==> config.mk <==
export PLATFORM = sky130hd
export DESIGN_NAME = shift_add_multiplier_flat
export DESIGN_NICKNAME = d
export VERILOG_FILES = /design/src/rtl/shift_add_multiplier_if.sv /design/src/rtl/shift_add_multiplier.sv /design/src/flat_wrapper.sv
export SDC_FILE = /design/constraint.sdc
export NUM_CORES = 1
export LEC_CHECK = 0
export CAP_MARGIN = 20
export CORE_ASPECT_RATIO = 1.2
export CORE_MARGIN = 2
export CORE_UTILIZATION = 40
export CTS_CLUSTER_DIAMETER = 60
export DETAILED_ROUTE_END_ITERATION = 7
export SLEW_MARGIN = 20
export SYNTH_ARGS = -nofsm -noshare
export SYNTH_HDL_FRONTEND = slang
export SYNTH_SLANG_ARGS = --single-unit
==> constraint.sdc <==
create_clock -name clk -period 5.6 [get_ports clk]
set_input_delay 1.12 -clock clk [delete_from_list [all_inputs] [get_ports clk]]
set_output_delay 1.12 -clock clk [all_outputs]
set_load 0.02 [all_outputs]
==> src/rtl/shift_add_multiplier_if.sv <==
// shift_add_multiplier_if: operand request / product result bus for the shift-add multiplier
interface shift_add_multiplier_if #(parameter int WIDTH = 8);
    logic               start;
    logic [WIDTH-1:0]   a;
    logic [WIDTH-1:0]   b;
    logic               busy;
    logic               done;
    logic [2*WIDTH-1:0] product;
    modport master (output start, a, b, input busy, done, product);
    modport slave  (input start, a, b, output busy, done, product);
endinterface

==> src/rtl/shift_add_multiplier.sv <==
// shift_add_multiplier: sequential unsigned multiplier, one multiplier bit per clock, registered outputs
module shift_add_multiplier #(parameter int WIDTH = 8) (
    input logic                   clk,
    input logic                   reset,
    shift_add_multiplier_if.slave bus
);
    localparam int CW = $clog2(WIDTH) + 1;
    localparam logic [CW-1:0] LAST = CW'(WIDTH - 1);
    typedef enum logic [1:0] {IDLE, RUN, DONE} state_e;
    state_e             state_q;
    logic [WIDTH-1:0]   mcand_q;
    logic [2*WIDTH:0]   acc_q, acc_d;
    logic [CW-1:0]      count_q;
    logic [2*WIDTH-1:0] product_q;
    logic               busy_q, done_q;
    logic [WIDTH:0]     upper;
    // acc_q[2W] is the carry slot; it is always zero on entry so it can join the upper-half add
    always_comb begin
        upper = acc_q[2*WIDTH:WIDTH] + (acc_q[0] ? {1'b0, mcand_q} : {(WIDTH+1){1'b0}});
        acc_d = {1'b0, upper, acc_q[WIDTH-1:1]};
    end
    always_ff @(posedge clk) begin
        if (reset) begin
            state_q   <= IDLE;
            mcand_q   <= '0;
            acc_q     <= '0;
            count_q   <= '0;
            product_q <= '0;
            busy_q    <= 1'b0;
            done_q    <= 1'b0;
        end else begin
            case (state_q)
                IDLE: if (bus.start) begin
                    mcand_q <= bus.a;
                    acc_q   <= {{(WIDTH+1){1'b0}}, bus.b};
                    count_q <= '0;
                    busy_q  <= 1'b1;
                    state_q <= RUN;
                end
                RUN: begin
                    acc_q   <= acc_d;
                    count_q <= count_q + 1'b1;
                    if (count_q == LAST) begin
                        product_q <= acc_d[2*WIDTH-1:0];
                        done_q    <= 1'b1;
                        state_q   <= DONE;
                    end
                end
                DONE: begin
                    done_q  <= 1'b0;
                    busy_q  <= 1'b0;
                    state_q <= IDLE;
                end
                default: state_q <= IDLE;
            endcase
        end
    end
    assign bus.busy    = busy_q;
    assign bus.done    = done_q;
    assign bus.product = product_q;
endmodule

==> src/flat_wrapper.sv <==
// flat-port wrapper written by rule: the top's interface ports become plain ports
module shift_add_multiplier_flat 
#(parameter int WIDTH = 8)
  (clk, reset, bus_start, bus_a, bus_b, bus_busy, bus_done, bus_product);
  shift_add_multiplier_if #(.WIDTH(WIDTH)) bus_i ();
  input logic clk;
  input logic reset;
  input wire logic [$bits(bus_i.start)-1:0] bus_start;
  input wire logic [$bits(bus_i.a)-1:0] bus_a;
  input wire logic [$bits(bus_i.b)-1:0] bus_b;
  output wire logic [$bits(bus_i.busy)-1:0] bus_busy;
  output wire logic [$bits(bus_i.done)-1:0] bus_done;
  output wire logic [$bits(bus_i.product)-1:0] bus_product;
  assign bus_i.start = bus_start;
  assign bus_i.a = bus_a;
  assign bus_i.b = bus_b;
  assign bus_busy = bus_i.busy;
  assign bus_done = bus_i.done;
  assign bus_product = bus_i.product;
  shift_add_multiplier #(.WIDTH(WIDTH)) u_core (.clk(clk), .reset(reset), .bus(bus_i));
endmodule
* Word-level counts from Yosys, hierarchy flattened *
Index checks and enable logic that the tools add are counted.

word-level totals
  bits in read-only memories = 0
  output and inout port bits = 18
  register bits after elaboration = 49
  input bits = 19
  logic and storage cells = 36
  memories kept = 0
  latch bits = 0
  memory bits (writable) = 0

operators by class
  muxes and demuxes = 12
  $lt $le $gt $ge = 0
  shift operators = 0
  reduce and logical (&&, ||, !) cells = 10
  bitwise gates (word level) = 0
  add/sub/neg operators = 2
  equal/unequal tests = 5
  multipliers = 0
  div/mod/pow operators = 0

operators by type and width
  kind                   count
  $pmux W17 S2           1
  $mux W17               1
  $reduce_and A2 Y1      6
  $add A9 B9 Y9          1
  $mux W8                1
  $pmux W4 S2            1
  $reduce_bool A2 Y1     3
  $add A4 B1 Y4 const B  1
  $eq A4 B3 Y1 const B   1
  $mux W2                2
  $mux W4                1
  $pmux W1 S2            2
  $pmux W2 S2            1
  $eq A2 B1 Y1 const B   1
  $eq A2 B2 Y1 const B   1
  $logic_not A2 Y1       1
  $mux W1                2
  $ne A2 B1 Y1 const B   1
  $ne A2 B2 Y1 const B   1

* Logic depth before layout (Yosys ltp) *
Gate-level depths: netlist (run 1).

  depth in word-level cells = 3
  depth in mapped cells = 7
  mapped depth without buffers = 7

* Worst setup path after synthesis (run 1) *
Ideal clock, no wire load.

  kind = input port to flip-flop
  from = input port bus_start
  to = register u_core.count_q[3]
  arrival = 2.059 ns
  required time = 5.472 ns
  cell stages on the path = 6
  buffers on the path = 2
  setup slack = 3.413 ns
  setup time = 0.128 ns
  cell sequence = clkbuf_1 -> nor3b_1 -> buf_2 -> a41oi_1 -> a21oi_1 -> nor2_1

between the ends
  longest elaborated chain between the ends = 2

RTL lines
  element                             line                        source
  start, declared                     flat_wrapper.sv:8           input wire logic [$bits(bus_i.start)-1:0] bus_start;
  $ne A2 B2 Y1 (no source line)       --
  $reduce_and A2 Y1 (no source line)  --
  end signal, assigned                shift_add_multiplier.sv:42  count_q <= count_q + 1'b1;
  end, declared                       shift_add_multiplier.sv:13  logic [CW-1:0] count_q;

No other way between the ends.
A chain may end at the register's enable or synchronous reset.

* Worst setup path after layout (run 1) *
Ends and elaborated chain as after synthesis.

==> impl_metrics.csv, run 1 <==
group,metric,value,unit
timing,whs,457,ps
logic_synthesis,synth_seq_cells,48,
cts,cts_buffers,5,
layout,drive_above_1_share,5.26,%
logic_synthesis,syn_inst,276,
logic_synthesis,yosysUniqueCellTypes,39,
grt,grt_pass1_vias,1819,
logic_synthesis,synth_area_leaders,"dfxtp_1 (42%), a21oi_1 (7.4%), nor2_1 (7.0%)",
setup_path,slowest_delay,880,ps
timing,rsz0062_at_grt,"false",
logic_synthesis,synth-async-reset-ratio,0,%
detailed_routing,drt-total-wl,5150,um
timing,fin_worst_skew,12.0,ps
detailed_routing,drc_errors,0,
logic_synthesis,synth_common_cells,"dfxtp_1 (48), nor2_1 (43), a21oi_1 (34)",
logic_synthesis,yosysWarnings,0,
detailed_routing,drtIter0Drc,130,
logic_synthesis,synthesis.area,2310,um^2
detailed_routing,post_drt_via_cell_ratio,5.31,
grt,grt_overflow,0,
floorplan,ios,37,
floorplan,initial_core_util,41.1,%
timing,period_share,54.3,%
floorplan,die_height,87.3,um
setup_path,cp_max_fo,19,
timing,fmax,329,MHz
timing,tightestPinTransition,1040,ps
pwr,peakVddDrop,0.130,mV
setup_path,crit_buf_inv,1,
detailed_routing,drt-wirelength-per-cell,14.0,um
grt,grt_first_pass_wirelength,8630,um
setup_path,required,5780,ps
timing,maxSlewViolCount,0,
setup_path,cpLargestDelayFamily,"simple AND/OR/NAND/NOR gates",
cts,cts.htree.levels,2,
timing,period_minus_slack,3040,ps
cts,cts_sinks,48,
timing,slew_headroom,30.7,%
grt,antenna_found_initial,0,
min_path,min_path_type,"reg -> reg",
pwr,cellLeakagePower,0.00111,uW
timing,hold_viol,0,
cts,cts_tree,"yes",
setup_path,cp-start-kind,"input pin",
setup_path,worstSetupPathType,"in -> reg",
placed_design,gp_congestion,0.788,
setup_path,worstPathArrival,3220,ps
logic_synthesis,synth_top_area_share,41.6,%
layout,syn2layout_area_growth,20.8,%
floorplan,fp-row-count,30,
layout,num_antenna_cells,0,
logic_synthesis,synthFlopType,"dfxtp_1",
cts,ctsResizeCount,0,
timing,setup-violations-final,0,
logic_synthesis,post-synth-top-count-cell,"dfxtp_1",
setup_path,cpMaxStageDelayCell,"nor3b_2",
floorplan,die-area,6410,um^2
setup_path,crit_chain,"clkdlybuf4s50_1, nor3b_2, a41oi_1, a21oi_1, nor2_1",
status,outcome,"complete, no violations",
logic_synthesis,syn_avg_cell_area,8.38,um^2
detailed_routing,drtPass1Iterations,4,
timing,fin_setup_tns,0,ps
cts,cts-hold-fix-buffers,0,
layout,final_core_util,49.6,%
cts,cts_setup_buffers,0,
pwr,powerDensity,233,nW/um^2
floorplan,die_w,73.4,um
grt,grt_max_degree,26,
placed_design,dp_hpwl,3660,um
run,cap_viol_max_count,0,
detailed_routing,vias,1953,
grt,track_usage,17.4,%
logic_synthesis,seq_area_frac_synth,41.6,%
detailed_routing,postRouteAntennaNets,0,
layout,nNetsFinal,332,
cts,cts.path.max_buffers,2,
logic_synthesis,synth.largest_area_cell,"dfxtp_1",
cts,clk_latency,300,ps
cts,clock-root-buffer,"clkbuf_8",
setup_path,cp-end-kind,"flop",
cts,clk_pin_slew_worst_paths,90,ps
logic_synthesis,syn_nets,305,
floorplan,core,5630,um^2
logic_synthesis,synth_edf_count,0,
placed_design,portBuffers,36,
## report_power, final
group,internal [uW],total [uW],switching [uW]
Clock,100,218,118
Sequential,353,365,11.6
Combinational,33.0,68.2,35.2
Total,486,651,164
## worst min-delay path, delay by kind of cell, from the launching register on
| kind | cells | cell delay, ps |
|---|---|---|
| AND/OR/NAND/NOR | 1 | 50 |
| flip-flops | 1 | 320 |
| AO/OA/AOI/OAI | 1 | 50 |
## cell type report
type                       count  area, um^2
clock inverter                 2        15.0
timing repair buffer          38         375
sequential                    48         961
inverter                       6        22.5
tap                           64        80.1
fill                         570        2840
clock buffer                   6        82.6
multi-input combinational    204        1260
## per-layer routing
metal / GRT usage, % / up-vias / part of all wire (%)
li1: - / 1024 / -
met1: 21.8 / 885 / 46
met2: 29.2 / 36 / 49
met3: 3.13 / 8 / 2.6
met4: 7.27 / 0 / 2.6
met5: 0 / - / 0
## flip-flops by register name, summed over array words and instances, names as in the netlist
name / count
u_core.acc_q: 16
u_core.bus.product: 16
u_core.mcand_q: 8
u_core.count_q: 4
u_core.state_q: 2
u_core.bus.busy: 1
u_core.bus.done: 1
## layout by cell type, fill, tap and decap left out, types with 7 or more instances in the layout
cell,synthesis,layout
a21oi_1,34,34
and2_1,9,9
clkdlybuf4s50_1,0,36
dfxtp_1,48,48
ha_1,9,9
mux2i_1,8,8
nand2_1,22,22
nand3b_1,10,10
nor2_1,43,43
o21ai_0,7,7
## cells by family (layout without fill, tap and decap cells)
| logic type | after synthesis | count (layout) | synth area share [%] |
|---|---|---|---|
| and+or+nand+nor | 115 | 115 | 25.1 |
| AOI/OAI and AO/OA | 68 | 68 | 18.8 |
| DFF | 48 | 48 | 41.6 |
| buffers and inverters | 24 | 52 | 4.27 |
| adders and majority gates | 10 | 10 | 5.74 |
| muxes | 8 | 8 | 3.46 |
| xor gates and xnor gates | 3 | 3 | 1.14 |
## path summary, 6_finish.rpt
| check | startpoint | endpoint | slack [ps] | cells after the start |
|---|---|---|---|---|
| setup reg to reg | u_core.state_q[1]$_SDFFE_PP0P_ | u_core.bus.product[8]$_SDFFE_PP0P_ | 3260 | 4 |
| hold reg to reg | u_core.bus.product[4]$_SDFFE_PP0P_ | u_core.bus.product[4]$_SDFFE_PP0P_ | 460 | 2 |
| setup / recovery | bus_start | u_core.count_q[3]$_SDFFE_PP0P_ | 2560 | 5 |
| hold / removal | u_core.bus.product[4]$_SDFFE_PP0P_ | u_core.bus.product[4]$_SDFFE_PP0P_ | 460 | 2 |
## per-stage QoR
| step | total power (uW) | cells | worst slack (ps) | instance area [um^2] |
|---|---|---|---|---|
| 6_report | 651 | 368 | 2560 | 2790 |
| 5_1_grt | 685 | 368 | 2420 | 2790 |
| 4_1_cts | 660 | 368 | 2550 | 2790 |
| 3_5_place_dp | 441 | 360 | 2250 | 2700 |
| 3_3_place_gp | 441 | 360 | 2310 | 2700 |
| 2_1_floorplan | 415 | 276 | 3410 | 2310 |
(Power assumes the default switching activity.)
==> run 2, diff against run 1 <==
- clock period: 5.6 -> 2.9 ns (I/O delays scaled with it)
==> impl_metrics.csv, run 2 (synthesis gave the netlist of run 1 again) <==
group,metric,value,unit
status,outcome,"complete, no violations",
timing,rsz0062_at_grt,"false",
timing,tightestPinTransition,620,ps
timing,fmax,460,MHz
cts,cts.path.max_buffers,2,
detailed_routing,vias,1980,
floorplan,ios,37,
setup_path,worstSetupPathType,"reg -> reg",
layout,drive_above_1_share,7.10,%
detailed_routing,drt-wirelength-per-cell,14.6,um
layout,fillers,569,
min_path,min_path_type,"reg -> reg",
layout,postLayoutCellArea,2850,um^2
setup_path,worstPathArrival,2360,ps
pwr,powerDensity,447,nW/um^2
setup_path,required,3090,ps
cts,cts_tree,"yes",
cts,cts.htree.levels,2,
detailed_routing,drtPass1Iterations,4,
placed_design,gp_congestion,0.814,
cts,clk_latency,300,ps
grt,grt_overflow,0,
floorplan,die_height,87.3,um
setup_path,cpMaxStageDelayCell,"dfxtp_1",
layout,layout_commonest_cell,"dfxtp_1",
floorplan,initial_core_util,41.1,%
grt,antenna_found_initial,0,
pwr,peakVddDrop,0.208,mV
detailed_routing,drt-total-wl,5440,um
grt,grtUsageMet1,21.9,%
setup_path,crit_chain,"and2_1, ha_1, fa_1, a21o_1, a221oi_1, xor2_1, o21ai_0",
floorplan,fp-row-count,30,
cts,cts_buffers,5,
layout,multi_input_area,1260,um^2
cts,clock-root-buffer,"clkbuf_8",
grt,busiest_layer,"met2",
setup_path,slowest_delay,390,ps
floorplan,die_w,73.4,um
layout,syn2layout_area_growth,23.1,%
cts,clk_pin_slew_worst_paths,90,ps
timing,hold_viol,0,
placed_design,portBuffers,36,
detailed_routing,post_drt_via_cell_ratio,5.29,
placed_design,dp.cells,367,
timing,maxSlewViolCount,0,
pwr,p_total,1270,uW
cts,cts-hold-fix-buffers,0,
detailed_routing,postRouteAntennaNets,0,
grt,grt_max_degree,25,
detailed_routing,drc_errors,0,
setup_path,cp-start-kind,"flop",
detailed_routing,drtIter0Drc,90,
grt,track_usage,18.4,%
floorplan,core,5630,um^2
run,cap_viol_max_count,0,
floorplan,die-area,6410,um^2
placed_design,placed_area,2750,um^2
timing,period_minus_slack,2170,ps
timing,fin_setup_tns,0,ps
timing,slew_headroom,58.7,%
timing,setup-violations-final,0,
layout,fin_cells,374,
placed_design,dp_hpwl,3870,um
grt,grtUsageMet3,3.59,%
timing,fin_worst_skew,6.69,ps
layout,nNetsFinal,339,
cts,cts_sinks,48,
grt,grtUsageMet2,31.5,%
timing,period_share,74.9,%
cts,ctsResizeCount,0,
timing,whs,454,ps
layout,seqCellArea,961,um^2
setup_path,cp_max_fo,10,
grt,grt_pass1_vias,1890,
cts,cts_setup_buffers,0,
layout,num_antenna_cells,0,
layout,final_cell_mix,"dfxtp_1 (48), nor2_1 (43), clkdlybuf4s50_1 (36)",
setup_path,cp-end-kind,"flop",
pwr,cellLeakagePower,0.00116,uW
grt,grt_first_pass_wirelength,9030,um
[run 2: changes by cell type in the layout (fill, tap and decap cells not counted), sizes merged]
cell and change:
buf +7, clkbuf +1, clkinvlp -2
[run 2: worst paths after layout]
kind | startpoint | to | slack, ps | cells after the start
max | u_core.acc_q[0]$_SDFFE_PP0P_ | u_core.bus.product[13]$_SDFFE_PP0P_ | 730 | 7
min | u_core.bus.product[3]$_SDFFE_PP0P_ | u_core.bus.product[3]$_SDFFE_PP0P_ | 450 | 2
max reg2reg | u_core.acc_q[0]$_SDFFE_PP0P_ | u_core.bus.product[13]$_SDFFE_PP0P_ | 730 | 7
min reg2reg | u_core.bus.product[3]$_SDFFE_PP0P_ | u_core.bus.product[3]$_SDFFE_PP0P_ | 450 | 2
[run 2: critical path: cells and delay by family (launching register included)]
kind	cells	cell delay, ps
AOI/OAI and AO/OA	3	690
and+or+nand+nor	1	190
adders and majority gates	2	590
DFF	1	390
xor gates and xnor gates	1	200
[run 2: where the power goes]
group,total (uW),internal (uW),switching [uW]
combinational,141,70.0,70.9
sequential,704,682,22.7
clock,425,213,213
total,1270,964,306
[run 2: layout make-up]
type	count	share of cell area (%)
Multi-Input combinational cell	204	44.2
Sequential cell	48	33.8
Clock buffer	7	3.39
Tap cell	64	2.81
Inverter	6	0.792
Timing Repair Buffer	45	15.0
[run 2: layer usage]
metal	share of wire [%]	wire, um	vias to the layer above
met5	0	0	-
met4	2.7	149	0
met3	3.0	165	9
met2	50	2710	36
met1	44	2420	898
li1	-	-	1037
[run 2: per-stage QoR]
step / util [%] / setup slack, ps
after CTS: 50.5 / 720
after global routing: 50.5 / 500
after detailed placement: 48.8 / 740
final: 50.5 / 727
after floorplan: - / 905
after global placement: 48.8 / 758
==> run 3, diff against run 2 <==
- clock period: 2.9 -> 2.2 ns (I/O delays scaled with it)
==> impl_metrics.csv, run 3 (synthesis gave the netlist of run 1 again) <==
group,metric,value,unit
timing,hold_viol,0,
floorplan,initial_core_util,41.1,%
timing,fin_worst_skew,2.29,ps
cts,cts_buffers,5,
timing,period_minus_slack,2050,ps
layout,fin_cells,381,
cts,clk_latency,300,ps
cts,clk_pin_slew_worst_paths,90,ps
timing,fin_setup_tns,0,ps
setup_path,worstSetupPathType,"reg -> reg",
layout,syn2layout_area_growth,26.1,%
floorplan,fp-row-count,30,
setup_path,startpoint,"u_core.acc_q[0]$_SDFFE_PP0P_",
detailed_routing,drt-wirelength-per-cell,14.4,um
grt,grt_max_degree,25,
setup_path,worstPathArrival,2250,ps
pwr,peakVddDrop,0.309,mV
floorplan,die-area,6410,um^2
cts,cts_sinks,48,
detailed_routing,postRouteAntennaNets,0,
cts,clock-root-buffer,"clkbuf_8",
grt,grt_pass1_vias,1934,
pwr,powerDensity,606,nW/um^2
layout,final_cell_mix,"dfxtp_1 (48), nor2_1 (43), clkdlybuf4s50_1 (36)",
cts,cts.path.max_buffers,2,
detailed_routing,drtPass1Iterations,4,
min_path,min_path_type,"reg -> reg",
pwr,cellLeakagePower,0.00119,uW
detailed_routing,post_drt_via_cell_ratio,5.37,
layout,nNetsFinal,345,
grt,grt_first_pass_wirelength,9120,um
cts,cts_setup_buffers,0,
run,cap_viol_max_count,0,
cts,ctsResizeCount,0,
setup_path,cpLargestDelayFamily,"compound AO/OA/AOI/OAI gates",
timing,tightestPinTransition,515,ps
timing,period_share,93.4,%
grt,antenna_found_initial,0,
cts,cts-hold-fix-buffers,0,
layout,num_antenna_cells,0,
cts,cts_tree,"yes",
timing,setup-violations-final,0,
timing,whs,455,ps
grt,grt_overflow,0,
setup_path,crit_buf_inv,1,
floorplan,die_w,73.4,um
setup_path,cpMaxStageDelayCell,"a221oi_2",
timing,fmax,487,MHz
setup_path,worstReg2RegStart,"u_core.acc_q[0]$_SDFFE_PP0P_",
min_path,min-delay-start,"u_core.bus.product[0]$_SDFFE_PP0P_",
setup_path,crit_chain,"buf_4, and2_1, ha_1, a21o_1, a221oi_2, xor2_1, o21ai_0",
setup_path,cp-end-kind,"flop",
setup_path,cp_max_fo,7,
timing,slew_headroom,65.6,%
status,outcome,"complete, no violations",
floorplan,core,5630,um^2
timing,rsz0062_at_grt,"false",
layout,drive_above_1_share,9.78,%
setup_path,required,2390,ps
floorplan,die_height,87.3,um
placed_design,portBuffers,36,
timing,maxSlewViolCount,0,
setup_path,cp-start-kind,"flop",
grt,track_usage,18.2,%
placed_design,dp_hpwl,4060,um
detailed_routing,drc_errors,0,
setup_path,slowest_delay,360,ps
detailed_routing,drt-total-wl,5500,um
placed_design,gp_congestion,0.876,
cts,cts.htree.levels,2,
placed_design,dp.cells,373,
floorplan,ios,37,
detailed_routing,drtIter0Drc,106,
layout,layout_commonest_cell,"dfxtp_1",
detailed_routing,vias,2046,
==> run 3: worst paths after layout <==
path	slack (ps)	cells past startpoint	endpoint
worst max register to register	150	7	u_core.acc_q[13]$_SDFFE_PP0P_
worst min-delay path	450	2	u_core.bus.product[0]$_SDFFE_PP0P_
worst min register to register	450	2	u_core.bus.product[0]$_SDFFE_PP0P_
worst max-delay path	150	7	u_core.acc_q[13]$_SDFFE_PP0P_
==> run 3: layout make-up <==
class                      instances  area [um^2]
clock buffer                       5         68.8
clock inverter                     3         42.5
fill                             544         2720
inverter                           6         22.5
multi-input combinational        204         1270
sequential                        48          961
tap                               64         80.1
timing repair buffer              51          473
==> run 3: per-layer routing <==
| metal | part of all wire [%] | GRT usage [%] | vias to the layer above |
|---|---|---|---|
| met5 | 0 | 0 | - |
| met4 | 1.4 | 6.12 | 0 |
| met3 | 3.5 | 3.24 | 6 |
| met2 | 50 | 31.7 | 44 |
| met1 | 45 | 22.3 | 946 |
| li1 | - | - | 1050 |
==> run 3: power by group <==
part / internal (uW) / leakage, uW / switching, uW / total (uW)
sequential: 899 / 0.000391 / 23.4 / 922
combinational: 99.3 / 0.000749 / 101 / 200
clock: 337 / 0.0000541 / 307 / 644
==> run 3: per-stage QoR <==
step           worst slack (ps)  power (uW)  instance area (um^2)  util (%)
5_1_grt                    30.6        1850                  2920      51.8
2_1_floorplan               205        1060                  2310         -
3_3_place_gp                110        1140                  2790      49.6
3_5_place_dp               61.5        1140                  2790      49.6
4_1_cts                    55.7        1790                  2910      51.6
6_report                    146        1770                  2920      51.8
==> run 3: worst register-to-register path, delay by kind of cell (launching register included) <==
family,cells,cell delay [ps]
AO/OA/AOI/OAI,3,750
flip-flops,1,350
adder cells (fa/ha/maj),1,340
XOR/XNOR,1,200
buffers and inverters,1,160
AND/OR/NAND/NOR,1,160
